==> config.mk <==
export PLATFORM = sky130hd
export DESIGN_NAME = tdm_mux_sequencer_flat
export DESIGN_NICKNAME = d
export VERILOG_FILES = /design/src/rtl/tdm_mux_sequencer_pkg.sv /design/src/rtl/tdm_mux_sequencer_if.sv /design/src/rtl/tdm_mux_sequencer_slot_timer.sv /design/src/rtl/tdm_mux_sequencer.sv /design/src/flat_wrapper.sv
export SDC_FILE = /design/constraint.sdc
export NUM_CORES = 1
export LEC_CHECK = 0
export CAP_MARGIN = 20
export CORE_UTILIZATION = 25
export DETAILED_ROUTE_END_ITERATION = 10
export GPL_TIMING_DRIVEN = 0
export PLACE_DENSITY_LB_ADDON = 0.25
export SLEW_MARGIN = 20
export SYNTH_ARGS = -nofsm -noshare
export SYNTH_HDL_FRONTEND = slang
export SYNTH_SLANG_ARGS = --single-unit
==> constraint.sdc <==
create_clock -name clk -period 1.9 [get_ports clk]
set_clock_uncertainty 0.1 [all_clocks]
set_input_delay 0.475 -clock clk [delete_from_list [all_inputs] [get_ports clk]]
set_output_delay 0.475 -clock clk [all_outputs]
set_load 0.05 [all_outputs]
==> src/rtl/tdm_mux_sequencer_pkg.sv <==
// Shared types and constants for the 4-channel TDM mux/demux sequencer.
package tdm_pkg;

    localparam int NCH   = 4;
    localparam int SEL_W = 2;

    localparam logic [SEL_W-1:0] SEL_LAST = 2'd3;

    typedef enum logic {
        IDLE = 1'b0,
        RUN  = 1'b1
    } state_e;

    typedef logic [SEL_W-1:0] sel_t;
    typedef logic [NCH-1:0]   ch_t;

endpackage

==> src/rtl/tdm_mux_sequencer_if.sv <==
// Control, channel and status bundle between the sequencer and its environment.
interface tdm_mux_sequencer_if;
    import tdm_pkg::*;

    logic start;
    logic stop;
    logic mode;
    ch_t  d_in;
    logic mux_y;
    sel_t sel;
    ch_t  ch_out;
    logic slot_strobe;
    logic frame_done;
    logic busy;
    logic err;

    modport master (
        output start, stop, mode, d_in, mux_y,
        input  sel, ch_out, slot_strobe, frame_done, busy, err
    );

    modport slave (
        input  start, stop, mode, d_in, mux_y,
        output sel, ch_out, slot_strobe, frame_done, busy, err
    );

endinterface

==> src/rtl/tdm_mux_sequencer_slot_timer.sv <==
// Dwell counter: counts 0..SLOT_CYCLES-1 while enabled and flags the final cycle of a slot.
module slot_timer #(
    parameter int SLOT_CYCLES = 4,
    parameter int CNT_W       = 8
) (
    input  logic clk,
    input  logic rst,
    input  logic clr,
    input  logic en,
    output logic last
);

    localparam logic [CNT_W-1:0] LAST_V = CNT_W'(SLOT_CYCLES - 1);

    logic [CNT_W-1:0] dwell;

    assign last = (dwell == LAST_V);

    // Wraps on its own at the slot end, so the top never needs to clear it mid-run.
    always_ff @(posedge clk or posedge rst) begin
        if (rst) begin
            dwell <= '0;
        end else if (clr) begin
            dwell <= '0;
        end else if (en) begin
            dwell <= last ? '0 : dwell + CNT_W'(1);
        end
    end

endmodule

==> src/rtl/tdm_mux_sequencer.sv <==
// Drives the shared mux/demux select, samples mux_y at each slot end into ch_out and
// flags any sample that disagrees with the channel input.
module tdm_mux_sequencer
    import tdm_pkg::*;
#(
    parameter int SLOT_CYCLES = 4,
    parameter int CNT_W       = 8
) (
    input  logic                clk,
    input  logic                rst,
    tdm_mux_sequencer_if.slave  bus
);

    state_e state, state_nxt;

    sel_t   sel_q, sel_nxt;
    ch_t    ch_q, ch_nxt;
    logic   stop_pend, stop_pend_nxt;
    logic   err_q, err_nxt;
    logic   strobe_q, done_q;

    logic   last;
    logic   sample;
    logic   frame_end;
    logic   halt;

    slot_timer #(
        .SLOT_CYCLES (SLOT_CYCLES),
        .CNT_W       (CNT_W)
    ) u_timer (
        .clk  (clk),
        .rst  (rst),
        .clr  (state == IDLE),
        .en   (state == RUN),
        .last (last)
    );

    assign sample    = (state == RUN) && last;
    assign frame_end = sample && (sel_q == SEL_LAST);
    assign halt      = frame_end && (stop_pend || bus.mode);

    always_ff @(posedge clk or posedge rst) begin
        if (rst) begin
            state <= IDLE;
        end else begin
            state <= state_nxt;
        end
    end

    always_comb begin
        state_nxt = state;
        case (state)
            IDLE:    if (bus.start) state_nxt = RUN;
            RUN:     if (halt)      state_nxt = IDLE;
            default: state_nxt = IDLE;
        endcase
    end

    always_comb begin
        sel_nxt       = sel_q;
        stop_pend_nxt = stop_pend;
        err_nxt       = err_q;
        case (state)
            IDLE: begin
                sel_nxt = '0;
                if (bus.start) begin
                    stop_pend_nxt = bus.stop || bus.mode;
                    err_nxt       = 1'b0;
                end
            end
            RUN: begin
                if (bus.stop) stop_pend_nxt = 1'b1;
                if (sample) begin
                    if (bus.mux_y != bus.d_in[sel_q]) err_nxt = 1'b1;
                    sel_nxt = frame_end ? '0 : sel_q + 1'b1;
                end
                if (halt) stop_pend_nxt = 1'b0;
            end
            default: sel_nxt = '0;
        endcase
    end

    // Only the channel currently selected captures mux_y; the others hold.
    for (genvar k = 0; k < NCH; k++) begin : g_ch
        assign ch_nxt[k] = (sample && (sel_q == SEL_W'(k))) ? bus.mux_y : ch_q[k];
    end

    always_ff @(posedge clk or posedge rst) begin
        if (rst) begin
            sel_q     <= '0;
            ch_q      <= '0;
            stop_pend <= 1'b0;
            err_q     <= 1'b0;
            strobe_q  <= 1'b0;
            done_q    <= 1'b0;
        end else begin
            sel_q     <= sel_nxt;
            ch_q      <= ch_nxt;
            stop_pend <= stop_pend_nxt;
            err_q     <= err_nxt;
            strobe_q  <= sample;
            done_q    <= frame_end;
        end
    end

    assign bus.sel         = sel_q;
    assign bus.ch_out      = ch_q;
    assign bus.slot_strobe = strobe_q;
    assign bus.frame_done  = done_q;
    assign bus.busy        = (state == RUN);
    assign bus.err         = err_q;

endmodule

==> src/flat_wrapper.sv <==
// flat-port wrapper written by rule: the top's interface ports become plain ports
module tdm_mux_sequencer_flat import tdm_pkg::*;
#(
    parameter int SLOT_CYCLES = 4,
    parameter int CNT_W       = 8
)
  (clk, rst, bus_start, bus_stop, bus_mode, bus_d_in, bus_mux_y, bus_sel, bus_ch_out, bus_slot_strobe, bus_frame_done, bus_busy, bus_err);
  tdm_mux_sequencer_if bus_i ();
  input  logic clk;
  input  logic rst;
  input wire logic [$bits(bus_i.start)-1:0] bus_start;
  input wire logic [$bits(bus_i.stop)-1:0] bus_stop;
  input wire logic [$bits(bus_i.mode)-1:0] bus_mode;
  input wire logic [$bits(bus_i.d_in)-1:0] bus_d_in;
  input wire logic [$bits(bus_i.mux_y)-1:0] bus_mux_y;
  output wire logic [$bits(bus_i.sel)-1:0] bus_sel;
  output wire logic [$bits(bus_i.ch_out)-1:0] bus_ch_out;
  output wire logic [$bits(bus_i.slot_strobe)-1:0] bus_slot_strobe;
  output wire logic [$bits(bus_i.frame_done)-1:0] bus_frame_done;
  output wire logic [$bits(bus_i.busy)-1:0] bus_busy;
  output wire logic [$bits(bus_i.err)-1:0] bus_err;
  assign bus_i.start = bus_start;
  assign bus_i.stop = bus_stop;
  assign bus_i.mode = bus_mode;
  assign bus_i.d_in = bus_d_in;
  assign bus_i.mux_y = bus_mux_y;
  assign bus_sel = bus_i.sel;
  assign bus_ch_out = bus_i.ch_out;
  assign bus_slot_strobe = bus_i.slot_strobe;
  assign bus_frame_done = bus_i.frame_done;
  assign bus_busy = bus_i.busy;
  assign bus_err = bus_i.err;
  tdm_mux_sequencer #(.SLOT_CYCLES(SLOT_CYCLES), .CNT_W(CNT_W)) u_core (.clk(clk), .rst(rst), .bus(bus_i));
endmodule
==> run summary <==
Syn_area_per_cell = 10.7 um^2
DP HPWL = 1380 um
Wire per inst = 11.5 um
CTS Hold Bufs = 0
CP Cell Sequence = dlygate4sd2_1
Vias in the first global route = 713
First-pass GRT wire length = 3180 um
Die Width = 63.1 um
Initial Util = 0.271
Clock Sinks = 19
Row cnt = 21
Multi-input gate area = 439 um^2
DRT antenna net count = 0
IO buf count = 19
Slew HR = 0.526
Nets@finish = 126
ANT cells = 0
Seq/Total Area, Yosys = 0.510
Slew @ Worst Pin = 711 ps
Crit Path Max Fanout = 6
Final Routed Wirelength = 1790 um
CP max stage delay = 550 ps
Layout cells sized above 1 = 0.127
CP Launch Type = register
DR WL met2 = 884 um
Setup TNS Final = 0 ps
Residual DRC = 0
R2r startpoint = u_core.u_timer.dwell[6]
Crit Path Class = register to output pin
Fill count = 347
RSZ-0062 raised after global routing = false
Count of buffer and inverter cells on the critical path = 1
Critical path endpoint category = output pin
Hold Vio Cnt, Final = 0
Mapped Nets = 102
Antenna violations before repair = 0
Met1 WL = 799 um
Worst Hold End = u_core.u_timer.dwell[0]
Tcrit/Tclk final = 0.962
Hold path cells = 1
Root cell of the clock tree = clkbuf_8
Die area = 3980 um^2
GR Util All Layers = 0.101
First-pass DRT Iterations = 4
CTS tree = yes
Sequential cell area = 475 um^2
Top Layer Used = met4
Leak = 0.537 nW
Placed inst area = 1180 um^2
Worst-path clk slew = 70 ps
Vias per std cell = 4.65
CP required = 1320 ps
Hold_sp = u_core.u_timer.dwell[0]
Ys Warns = 0
Clk buf depth = 2
Critical path's top delay family = buffers and inverters
Detailed router's first-iteration violation count = 16
Vias = 725
Most frequent cells in the layout = 19 x dfrtp_1, 9 x clkdlybuf4s50_1, 9 x dlygate4sd2_1
Worst VDD drop = 0.588 mV
GP Congestion = 0.700
Flops & latches, synth = 19
Die Ht = 63.1 um
Commonest non-fill, non-tap cell in the layout = dfrtp_1
Cts bufs inserted = 3
Routed met3 length = 96 um
Library cells used by synthesis = 28
Core area = 3440 um^2
Clk_lat worst skew = 250 ps
R2r endpoint = u_core.bus.sel[0]
Crit path DAT = 1250 ps
CTS H-tree lvls = 1
Min Clock Period, post-route = 1830 ps
Hold WC Path Type = register to register
Max_cap viols = 0
Max Transition Viols Final = 0
Endpoints failing setup = 0
R2R setup slack = 140 ps
I/O pin total = 20
Crit-path slowest cell = dlygate4sd2_1
Cell count after synthesis = 87
FMAX = 547 MHz
R2R depth = 4
Synthesized area = 932 um^2
GRT Residual Overflow = 0
Outcome = complete, no violations
Fin area = 1220 um^2
Synth-to-Final Area Change = 30.9%
Power density over the cells = 1540 nW/um^2
Largest net degree at the start of global routing = 20
-- sequential cells by signal, indices dropped and copies added (netlist names) --
register,cells
u_core.u_timer.dwell,8
u_core.bus.ch_out,4
u_core.bus.sel,2
u_core.bus.busy,1
u_core.bus.err,1
u_core.bus.frame_done,1
u_core.bus.slot_strobe,1
u_core.stop_pend,1
-- final cells by class --
type                       count  area share
buffer                         1     0.00410
multi-input combinational     61       0.360
tap                           46      0.0472
inverter                       6      0.0185
clock buffer                   3      0.0338
timing repair buffer          19       0.143
clock inverter                 1     0.00410
sequential                    19       0.390
-- routing by layer --
layer  up-vias  GRT usage
met1       351      0.126
met3         2     0.0380
met5         -          0
li1        356          -
met2        16      0.168
met4         0     0.0174
-- cells by family after synthesis --
family                     synth area share
AOI/OAI and AO/OA                     0.109
muxes                                0.0725
and+or+nand+nor                       0.174
buffers and inverters                0.0295
adders and majority gates            0.0671
xor gates and xnor gates             0.0376
DFF                                   0.510
-- where the power goes --
group,internal (mW),switching (mW)
clock,0.146,0.131
sequential,0.557,0.156
combinational,0.319,0.564
-- metrics by stage --
stage / hold WS (ps) / instances / total power [mW] / worst slack [ps] / utilization
global placement: 373 / 152 / 1.63 / -37.8 / 0.343
finish: 376 / 156 / 1.87 / 71.4 / 0.354
floorplan: 326 / 87 / 1.36 / 97.3 / -
CTS: 384 / 156 / 1.90 / 15.3 / 0.354
detailed placement: 374 / 152 / 1.66 / -66.8 / 0.343
global route: 407 / 156 / 2.02 / 7.65 / 0.354
-- worst max-delay path by stage --
stage / startpoint / end / depth (start not counted)
floorplan: u_core.bus.sel[0] / u_core.bus.err / 3
global placement: u_core.u_timer.dwell[2] / u_core.bus.ch_out[3] / 3
detailed placement: u_core.u_timer.dwell[2] / u_core.bus.ch_out[3] / 3
CTS: u_core.bus.sel[0] / bus_sel[0] / 1
global route: u_core.u_timer.dwell[0] / u_core.bus.sel[0] / 4
finish: u_core.bus.sel[1] / bus_sel[1] / 1
-- synth_stat cells (all sizes together) --
cell    instances  share of area
dfrtp          19           0.51
nor2            8          0.032
nand3           7          0.038
inv             6          0.024
o21ai           6          0.032
a21oi           5          0.027
ha              5          0.067
mux2            4          0.048
or3             4          0.027
nand2           3          0.012
xor2            3          0.028
or4             2          0.016
a21boi          1         0.0081
a21o            1         0.0081
a31oi           1         0.0067
and3            1         0.0067
and4bb          1          0.013
buf             1         0.0054
mux4            1          0.024
nor3            1         0.0054
nor3b           1         0.0081
nor4            1         0.0067
o21a            1         0.0081
o311a           1          0.011
o31ai           1         0.0081
or3b            1         0.0094
xnor2           1         0.0094
-- what timing repair did --
item | in CTS | in global routing
gates resized for setup | 11 | 3
setup buffers | 0 | 0
setup endpoints to repair | 11 | 7
No activity file was read; power rests on OpenSTA's default activity.
